[src/rtl/arch_map_table.sv]
// Committed arch->phys map: frees superseded tags one cycle after commit; on recovery streams the map (busy blocks commits).
// Define ARCH_MAP_FULL_RESTORE_EN to restore the whole table in one cycle instead of RESTORE_WIDTH-entry chunks.
`ifndef ARCH_REG_SZ
`define ARCH_REG_SZ 32
`endif
`ifndef N
`define N 2
`endif
`ifndef PHYS_TAG_W
`define PHYS_TAG_W 7
`endif

module arch_map_table #(
   parameter int  NUM_COMMIT_PORTS = `N,
   parameter int  RESTORE_WIDTH    = 8,
   localparam int ARCH_REGS        = `ARCH_REG_SZ,
   localparam int REG_W            = $clog2(`ARCH_REG_SZ),
   localparam int TAG_W            = `PHYS_TAG_W,
`ifdef ARCH_MAP_FULL_RESTORE_EN
   localparam int OUT_W            = `ARCH_REG_SZ
`else
   localparam int OUT_W            = RESTORE_WIDTH
`endif
) (
   input  logic                                    clock,
   input  logic                                    reset,
   input  logic [NUM_COMMIT_PORTS-1:0]             commit_valid,
   input  logic [NUM_COMMIT_PORTS-1:0][REG_W-1:0]  commit_arch_reg,
   input  logic [NUM_COMMIT_PORTS-1:0][TAG_W-1:0]  commit_phys_reg,
   output logic [NUM_COMMIT_PORTS-1:0]             free_valid,
   output logic [NUM_COMMIT_PORTS-1:0][TAG_W-1:0]  free_tag,
   input  logic                                    recover_req,
   output logic                                    busy,
   output logic                                    restore_valid,
   output logic [REG_W-1:0]                        restore_base,
   output logic [OUT_W-1:0][TAG_W-1:0]             restore_tags,
   output logic                                    restore_done
);

   localparam int NUM_CHUNKS = ARCH_REGS / OUT_W;
   localparam int CNT_W      = (NUM_CHUNKS > 1) ? $clog2(NUM_CHUNKS) : 1;

   typedef enum logic {S_IDLE, S_RESTORE} state_t;

   state_t                                r_state;
   state_t                                w_state_nxt;
   logic [ARCH_REGS-1:0][TAG_W-1:0]       r_table;
   logic [ARCH_REGS-1:0][TAG_W-1:0]       w_table_nxt;
   logic [NUM_COMMIT_PORTS-1:0]           w_free_vld;
   logic [NUM_COMMIT_PORTS-1:0][TAG_W-1:0] w_free_tag;
   logic [CNT_W-1:0]                      r_chunk;
   logic                                  w_last_chunk;
   logic                                  w_commit_en;

   assign w_commit_en  = (r_state == S_IDLE);
   assign w_last_chunk = (r_chunk == CNT_W'(NUM_CHUNKS - 1));

   // Walking ports oldest-first gives intra-group forwarding and youngest-write-wins.
   always_comb begin
      w_table_nxt = r_table;
      w_free_vld  = '0;
      w_free_tag  = '0;
      for (int p = 0; p < NUM_COMMIT_PORTS; p++) begin
         if (w_commit_en && commit_valid[p] && (commit_arch_reg[p] != '0)) begin
            w_free_vld[p]                   = 1'b1;
            w_free_tag[p]                   = w_table_nxt[commit_arch_reg[p]];
            w_table_nxt[commit_arch_reg[p]] = commit_phys_reg[p];
         end
      end
   end

   always_ff @(posedge clock) begin
      if (reset) begin
         for (int i = 0; i < ARCH_REGS; i++) begin
            r_table[i] <= TAG_W'(i);
         end
         free_valid <= '0;
         free_tag   <= '0;
         r_chunk    <= '0;
      end else begin
         r_table    <= w_table_nxt;
         free_valid <= w_free_vld;
         free_tag   <= w_free_tag;
         if (r_state == S_RESTORE) begin
            r_chunk <= w_last_chunk ? '0 : r_chunk + 1'b1;
         end
      end
   end

   always_ff @(posedge clock) begin
      if (reset) begin
         r_state <= S_IDLE;
      end else begin
         r_state <= w_state_nxt;
      end
   end

   // A recover_req arriving while already restoring is dropped.
   always_comb begin
      w_state_nxt = r_state;
      case (r_state)
         S_IDLE:    if (recover_req)  w_state_nxt = S_RESTORE;
         S_RESTORE: if (w_last_chunk) w_state_nxt = S_IDLE;
         default:   w_state_nxt = S_IDLE;
      endcase
   end

   always_comb begin
      busy          = 1'b0;
      restore_valid = 1'b0;
      restore_done  = 1'b0;
      restore_base  = '0;
      restore_tags  = '0;
      if (r_state == S_RESTORE) begin
         busy          = 1'b1;
         restore_valid = 1'b1;
         restore_done  = w_last_chunk;
         restore_base  = REG_W'(int'(r_chunk) * OUT_W);
         for (int j = 0; j < OUT_W; j++) begin
            restore_tags[j] = r_table[REG_W'(int'(r_chunk) * OUT_W + j)];
         end
         // x0 is hardwired; never let a stale tag leak out for it.
         if (r_chunk == '0) begin
            restore_tags[0] = '0;
         end
      end
   end

endmodule

[config.mk]
export PLATFORM = sky130hd
export DESIGN_NAME = arch_map_table
export DESIGN_NICKNAME = d
export VERILOG_FILES = /design/src/rtl/arch_map_table.sv
export SDC_FILE = /design/constraint.sdc
export NUM_CORES = 1
export LEC_CHECK = 0
export BUFFER_PORTS_ARGS = -buffer_cell sky130_fd_sc_hd__buf_2
export CAP_MARGIN = 10
export CORE_MARGIN = 2
export CORE_UTILIZATION = 56
export CTS_CLUSTER_DIAMETER = 40
export DETAILED_ROUTE_END_ITERATION = 6
export HOLD_SLACK_MARGIN = 0.08
export PLACE_DENSITY = 0.78
export SYNTH_ARGS = -nofsm -noshare
export SYNTH_HDL_FRONTEND = slang
export SYNTH_SLANG_ARGS = --single-unit
[constraint.sdc]
create_clock -name clock -period 2.38 [get_ports clock]
set_input_delay 0.238 -clock clock [delete_from_list [all_inputs] [get_ports clock]]
set_output_delay 0.238 -clock clock [all_outputs]
set_load 0.02 [all_outputs]
**Word level (Yosys, flattened, before mapping)**

Cells that the tools add are included.
Widths: inputs -> output; s select.

- Word-level logic and storage cells: 119
- Bits in registers: 243

- Reduce and logical (&&, ||, !) cells: 11
- Add/subtract/negate cells: 8
- Magnitude comparators: 12
- Bitwise logic cells: 3
- Equality and inequality tests: 1
- Multiplexer cells: 47

Operators with widths:

| cell | number |
|---|---|
| $bwmux 224 | 2 |
| $mux 224 | 2 |
| $bmux 7 s5 | 9 |
| $mux 7 | 21 |
| $demux 7 s5 | 2 |
| $lt 5x7->1 const B | 8 |
| $mux 56 | 1 |
| $add 5x3->5 const B | 4 |
| $bmux 7 s2 | 1 |
| $lt 5x6->1 const B | 2 |
| $add 5x2->5 const B | 2 |
| $ge 5x1->1 const B | 2 |
| $reduce_bool 5->1 | 2 |
| $logic_and 1x1->1 | 6 |
| $mux 1 | 6 |
| $add 5x1->5 const B | 1 |
| $mux 5 | 1 |
| $reduce_or 2->1 | 2 |
| $not 1->1 | 3 |
| $add 2x1->2 const B | 1 |
| $eq 2x2->1 const B | 1 |
| $logic_not 2->1 | 1 |
| $mux 2 | 1 |
| $pmux 1 s2 | 1 |

**Depth between registers and ports, before layout**

- Depth after elaboration: 8
- Mapped depth: 10
- Gate-level depth less buffers: 7

**Least setup slack after synthesis**

Ideal clock, no wire load.

- Path kind: flip-flop to flip-flop
- Start: reg r_state
- End: reg free_tag[8] (netlist bit)
- Clock period less this slack: 2491 ps
- Data required time: 2252 ps
- Data arrival time: 2363 ps
- Cell stages (with the launch flop): 9
- Slack: -111 ps
- Path through: dfxtp_1 > buf_2 > nand4b_4 > nor2_2 > mux2i_1 > o22ai_1 > or4_1 > a211oi_1 > o22ai_1

- Longest elaborated chain between the ends: 6
- Elaborated cells on any way between the ends: 10

Ends and longest elaborated chain:

| element | line | source |
|---|---|---|
| start, declared | 45 | `state_t r_state;` |
| start signal, assigned | 94 | `r_state <= w_state_nxt;` |
| $not 1->1 (*) | n/a |  |
| $logic_and 1x1->1 (2 in a row) | 64 | `if (w_commit_en && commit_valid[p] && (commit_arch_reg[p] != '0)) begin` |
| $mux 224 | 64 |  |
| $bmux 7 s5 | 66 | `w_free_tag[p] = w_table_nxt[commit_arch_reg[p]];` |
| $mux 7 (implied by the code) | 66 |  |
| end signal, assigned | 83 | `free_tag <= w_free_tag;` |
| end, declared | 31 | `output logic [NUM_COMMIT_PORTS-1:0][TAG_W-1:0] free_tag,` |

Every way passes the cells marked *; elsewhere a longest branch is shown, timed or not. The select of a mux whose other input is x is not followed.
A chain may end at the register's enable or synchronous reset.

**Final worst setup path**

- Start: reg r_state
- End: reg free_tag[11] (netlist bit)

The elaborated chain is that of the path after synthesis.

==> impl_results.html <==
<table>
<tr><th>Metric</th><th>Value</th></tr>
<tr><th colspan="2">Drt</th></tr>
<tr><td>Average routed wire per standard cell</td><td>31.32 um</td></tr>
<tr><td>Final wirelength</td><td>78.62 mm</td></tr>
<tr><td>Count of unresolved DRC violations after routing</td><td>0</td></tr>
<tr><td>Per-cell via count in the routed design</td><td>6.999</td></tr>
<tr><td>Routed length on met1</td><td>27.50 mm</td></tr>
<tr><td>Routed wl met2</td><td>32.09 mm</td></tr>
<tr><td>Routed length on met3</td><td>13.49 mm</td></tr>
<tr><td>Post-route ant nets</td><td>0</td></tr>
<tr><td>Number of vias after detailed routing</td><td>17,567</td></tr>
<tr><td>Router iterations before antenna repair</td><td>6</td></tr>
<tr><td>Topmost layer with routed signal wires</td><td>met4</td></tr>
<tr><td>First DRT Iteration DRCs</td><td>2,839</td></tr>
<tr><th colspan="2">Min path</th></tr>
<tr><td>Hold wc startpoint</td><td>recover_req</td></tr>
<tr><td>Number of cells traversed by the worst hold path</td><td>3</td></tr>
<tr><td>Worst hold path endpoint</td><td>r_state</td></tr>
<tr><td>Class of the worst hold path</td><td>primary input to flip-flop</td></tr>
<tr><th colspan="2">Logic synthesis</th></tr>
<tr><td>Warning count from the yosys run</td><td>0</td></tr>
<tr><td>Flip-flop and latch count after synthesis</td><td>243</td></tr>
<tr><td>Post-synth EDFFs</td><td>0</td></tr>
<tr><td>Post-Syn Area per Cell</td><td>9.286 um2</td></tr>
<tr><td>Cells after Synth</td><td>1,720</td></tr>
<tr><td>Cell area after synthesis</td><td>0.01597 mm2</td></tr>
<tr><td>Fraction of synthesized cell area taken by the top area cell type</td><td>30.46%</td></tr>
<tr><td>Number of different library cells in the post-synthesis netlist</td><td>65</td></tr>
<tr><td>Library cell occupying the most area in the post-synthesis netlist</td><td>sky130_fd_sc_hd__dfxtp_1</td></tr>
<tr><td>Synth Flop Type</td><td>sky130_fd_sc_hd__dfxtp_1</td></tr>
<tr><td>Area contributors post-synth</td><td>sky130_fd_sc_hd__dfxtp_1 (30%), sky130_fd_sc_hd__mux4_2 (16%), sky130_fd_sc_hd__mux2i_1 (15%)</td></tr>
<tr><td>Post-synthesis async set-or-reset flop share</td><td>0%</td></tr>
<tr><td>Share of the yosys chip area belonging to registers</td><td>30.46%</td></tr>
<tr><th colspan="2">Critical path</th></tr>
<tr><td>Worst EP arrival</td><td>3140 ps</td></tr>
<tr><td>Worst Path Required</td><td>2810 ps</td></tr>
<tr><td>Kind of start point of the critical path</td><td>flip-flop</td></tr>
<tr><td>Worst setup EP type</td><td>flip-flop</td></tr>
<tr><td>Launching point of the worst reg2reg path</td><td>r_state</td></tr>
<tr><td>Worst reg2reg endpoint</td><td>free_tag[11]</td></tr>
<tr><td>Register-to-register setup slack</td><td>-330 ps</td></tr>
<tr><td>Top fanout value on the critical path</td><td>6</td></tr>
<tr><td>Number of cells on the worst reg-to-reg path</td><td>10</td></tr>
<tr><td>Critical path class</td><td>flip-flop to flip-flop</td></tr>
<tr><th colspan="2">Timing</th></tr>
<tr><td>Total Negative Setup Slacks</td><td>-1445 ps</td></tr>
<tr><td>Final period util</td><td>114.0%</td></tr>
<tr><td>Worst-margin pin slew</td><td>825.9 ps</td></tr>
<tr><td>Headroom to the max-slew limit</td><td>44.94%</td></tr>
<tr><td>Number of endpoints failing setup at the final stage</td><td>8</td></tr>
<tr><td>RSZ-0062 raised after global routing</td><td>yes</td></tr>
<tr><td>Largest clock skew in the final design</td><td>24.39 ps</td></tr>
<tr><td>Achievable clock frequency</td><td>368.7 MHz</td></tr>
<tr><td>Final worst path period need</td><td>2712 ps</td></tr>
<tr><td>Final setup margin</td><td>-332.1 ps</td></tr>
<tr><td>Total count of hold-check failures in the final report</td><td>0</td></tr>
<tr><td>Slew Limit Fails</td><td>0</td></tr>
<tr><th colspan="2">Power</th></tr>
<tr><td>Switching share of total power</td><td>27.63%</td></tr>
<tr><td>Reported leakage power</td><td>9.099 nW</td></tr>
<tr><td>Psw</td><td>0.003221 W</td></tr>
<tr><td>Part of the total power dissipated in combinational logic</td><td>14.2%</td></tr>
<tr><td>Sequential power share</td><td>36.3%</td></tr>
<tr><td>Internal power</td><td>0.008439 W</td></tr>
<tr><td>Share of power burned in the clock network</td><td>49.5%</td></tr>
<tr><td>Peak supply drop</td><td>0.5201 mV</td></tr>
<tr><td>Pwr/cell area</td><td>546.1 mW/mm2</td></tr>
<tr><th colspan="2">Run</th></tr>
<tr><td>Max-cap violation count</td><td>0</td></tr>
<tr><th colspan="2">Finish</th></tr>
<tr><td>Utilization after layout</td><td>76.44%</td></tr>
<tr><td>Final #Nets</td><td>2,133</td></tr>
<tr><td>Area of all placed cells without fillers</td><td>0.02135 mm2</td></tr>
<tr><td>Non-filler instance count after layout</td><td>2,510</td></tr>
<tr><td>Area added between synthesis and finish</td><td>33.69%</td></tr>
<tr><td>Proportion of layout cells with a drive suffix above 1</td><td>37.04%</td></tr>
<tr><th colspan="2">Clock network</th></tr>
<tr><td>Clock sink total</td><td>243</td></tr>
<tr><td>Clock slew at the register clock pins of the worst setup and hold paths</td><td>60 ps</td></tr>
<tr><td>Clock Root Buffer</td><td>sky130_fd_sc_hd__clkbuf_16</td></tr>
<tr><td>Clock latency reported for the late side of the worst-skew pair</td><td>540 ps</td></tr>
<tr><td>Maximum clock insertion buffer count</td><td>3</td></tr>
<tr><td>Total CTS buffers</td><td>40</td></tr>
<tr><td>Clock tree from TritonCTS</td><td>yes</td></tr>
<tr><td>H-tree levels</td><td>2</td></tr>
<tr><th colspan="2">Run status</th></tr>
<tr><td>Violations in the final reports</td><td>setup timing</td></tr>
<tr><td>Outcome</td><td>finished with violations</td></tr>
<tr><th colspan="2">Floorplanning</th></tr>
<tr><td>Num rows</td><td>61</td></tr>
<tr><td>IO Pins</td><td>109</td></tr>
<tr><td>Area of the placeable core</td><td>0.02793 mm2</td></tr>
<tr><td>Starting Density</td><td>57.18%</td></tr>
<tr><td>Width of the die</td><td>172.9 um</td></tr>
<tr><td>Die ar.</td><td>0.02989 mm2</td></tr>
<tr><td>Die boundary height</td><td>172.9 um</td></tr>
<tr><th colspan="2">Place</th></tr>
<tr><td>Area after DPL</td><td>0.01938 mm2</td></tr>
<tr><td>GP Congestion</td><td>1.100</td></tr>
<tr><td>Inst Count DP</td><td>2,413</td></tr>
<tr><td>Detailed placer's ending HPWL</td><td>58.68 mm</td></tr>
<tr><td>Number of buffer cells added on primary ports</td><td>105</td></tr>
<tr><th colspan="2">Global route</th></tr>
<tr><td>Wire length of the first global-routing pass</td><td>111.7 mm</td></tr>
<tr><td>Initial antenna violation count</td><td>3</td></tr>
<tr><td>Via count of the first global-routing pass</td><td>16,709</td></tr>
<tr><td>Total overflow reported by the global router</td><td>0</td></tr>
<tr><td>Tot GR Track Use</td><td>50.67%</td></tr>
<tr><td>Maximum number of pins on one net before global-route repair</td><td>154</td></tr>
</table>
==> flip-flops by register name (all words and copies together) (netlist names) <==
signal,cells
r_table,224
free_valid,2
r_chunk,2
free_tag,14
r_state,1
==> power by group through the flow <==
stage | registers (W) | logic (W) | clock network [W]
3_3_place_gp | 0.00432 | 0.00146 | 0
3_5_place_dp | 0.00432 | 0.00148 | 0
4_1_cts | 0.00423 | 0.00152 | 0.00574
2_1_floorplan | 0.00427 | 0.000885 | 0
6_report | 0.00424 | 0.00165 | 0.00577
5_1_grt | 0.00423 | 0.00170 | 0.00592
==> cell type report <==
| cell class | count | area (um2) |
|---|---|---|
| Antenna cell | 2 | 5.005 |
| Clock buffer | 50 | 1110 |
| Clock inverter | 20 | 201.4 |
| Fill cell | 1984 | 6581 |
| Inverter | 7 | 26.28 |
| Multi-Input combinational cell | 1297 | 10770 |
| Sequential cell | 243 | 4873 |
| Tap cell | 378 | 473.0 |
| Timing Repair Buffer | 513 | 3892 |
==> stage by stage <==
stage | hold slack, ps | setup slack, ps | total power [W]
final | 142.3 | -332.1 | 0.01166
after global routing | 135.9 | -348.7 | 0.01185
after CTS | 144.6 | -176.7 | 0.01149
after detailed placement | 494.0 | -333.7 | 0.005797
after global placement | 481.5 | -339.7 | 0.005775
after floorplan | 381.8 | 7.299 | 0.005152
==> critical path: stages, from the launching register on <==
cell	delay [ps]
sky130_fd_sc_hd__dfxtp_4	360
sky130_fd_sc_hd__nand4b_4	300
sky130_fd_sc_hd__buf_12	220
sky130_fd_sc_hd__nor2_4	220
sky130_fd_sc_hd__buf_12	160
sky130_fd_sc_hd__mux2i_4	250
sky130_fd_sc_hd__o22ai_2	140
sky130_fd_sc_hd__nor4_2	280
sky130_fd_sc_hd__buf_4	190
sky130_fd_sc_hd__nand4_1	220
sky130_fd_sc_hd__o21a_1	280
==> how the worst max path moves through the flow <==
stage	slack (ps)	startpoint	to	cells after the start
floorplan	7	r_state	free_tag[8]	9
global placement	-340	commit_arch_reg[0]	free_tag[10]	12
detailed placement	-330	commit_arch_reg[0]	free_tag[10]	11
CTS	-180	r_state	free_tag[10]	11
global route	-350	r_state	free_tag[10]	11
finish	-330	r_state	free_tag[11]	10
==> layout by cell type (no fill, tap or decap), drive strengths merged, types with 5 or more instances in the layout <==
| cell type | netlist | final |
|---|---|---|
| nand4 | 5 | 5 |
| a22oi | 18 | 18 |
| a311oi | 6 | 6 |
| a22o | 8 | 8 |
| mux4 | 114 | 114 |
| and2 | 52 | 52 |
| nor3 | 16 | 16 |
| dfxtp | 243 | 243 |
| clkinv | 0 | 12 |
| a211oi | 139 | 139 |
| nor2b | 19 | 19 |
| a31oi | 8 | 8 |
| and3 | 5 | 5 |
| and3b | 5 | 5 |
| clkbuf | 121 | 50 |
| nor4 | 10 | 10 |
| o22ai | 62 | 62 |
| a21oi | 19 | 19 |
| inv | 7 | 9 |
| nor2 | 163 | 163 |
| nand2b | 85 | 85 |
| buf | 54 | 512 |
| mux2i | 234 | 234 |
| nand3 | 21 | 21 |
| nand2 | 153 | 153 |
| a221oi | 7 | 7 |
| o21ai | 93 | 93 |
==> layer usage <==
metal / track usage [%] / vias to the layer above
met5: 0 / -
met4: 29.41 / 0
li1: - / 7181
met2: 71.05 / 1671
met1: 65.03 / 8317
met3: 21.72 / 398
==> Yosys cell counts (21+ instances only) <==
master                     instances
sky130_fd_sc_hd__buf_2            23
sky130_fd_sc_hd__dfxtp_1         243
sky130_fd_sc_hd__o21ai_0          93
sky130_fd_sc_hd__nand2b_1         85
sky130_fd_sc_hd__mux2i_1         234
sky130_fd_sc_hd__nand3_1          21
sky130_fd_sc_hd__o22ai_1          62
sky130_fd_sc_hd__and2_1           52
sky130_fd_sc_hd__nor2_1          158
sky130_fd_sc_hd__nand2_1         141
sky130_fd_sc_hd__buf_1            21
sky130_fd_sc_hd__mux4_2          114
sky130_fd_sc_hd__clkbuf_1        121
sky130_fd_sc_hd__a211oi_1        138
==> repair_timing <==
| item | CTS | global route |
|---|---|---|
| buffers inserted | 10 | 14 |
| hold buffers | 1 | 0 |
| pin swaps | 10 | 21 |
| endpoints found under the hold margin | 18 | 0 |
| gates resized for setup | 30 | 67 |
| endpoints found under the setup margin | 56 | 78 |
==> cell families (layout without fill, tap and decap cells) <==
family | after synthesis | in the layout | share of synthesized area, %
adder cells (fa/ha/maj) | 2 | 2 | 0.1567
flip-flops | 243 | 243 | 30.46
AO/OA/AOI/OAI | 378 | 378 | 15.76
buffers and inverters | 182 | 590 | 4.740
multiplexers | 352 | 352 | 31.02
AND/OR/NAND/NOR | 562 | 562 | 17.84
other | 1 | 5 | 0.02348
Power figures use the tool's default switching activity.
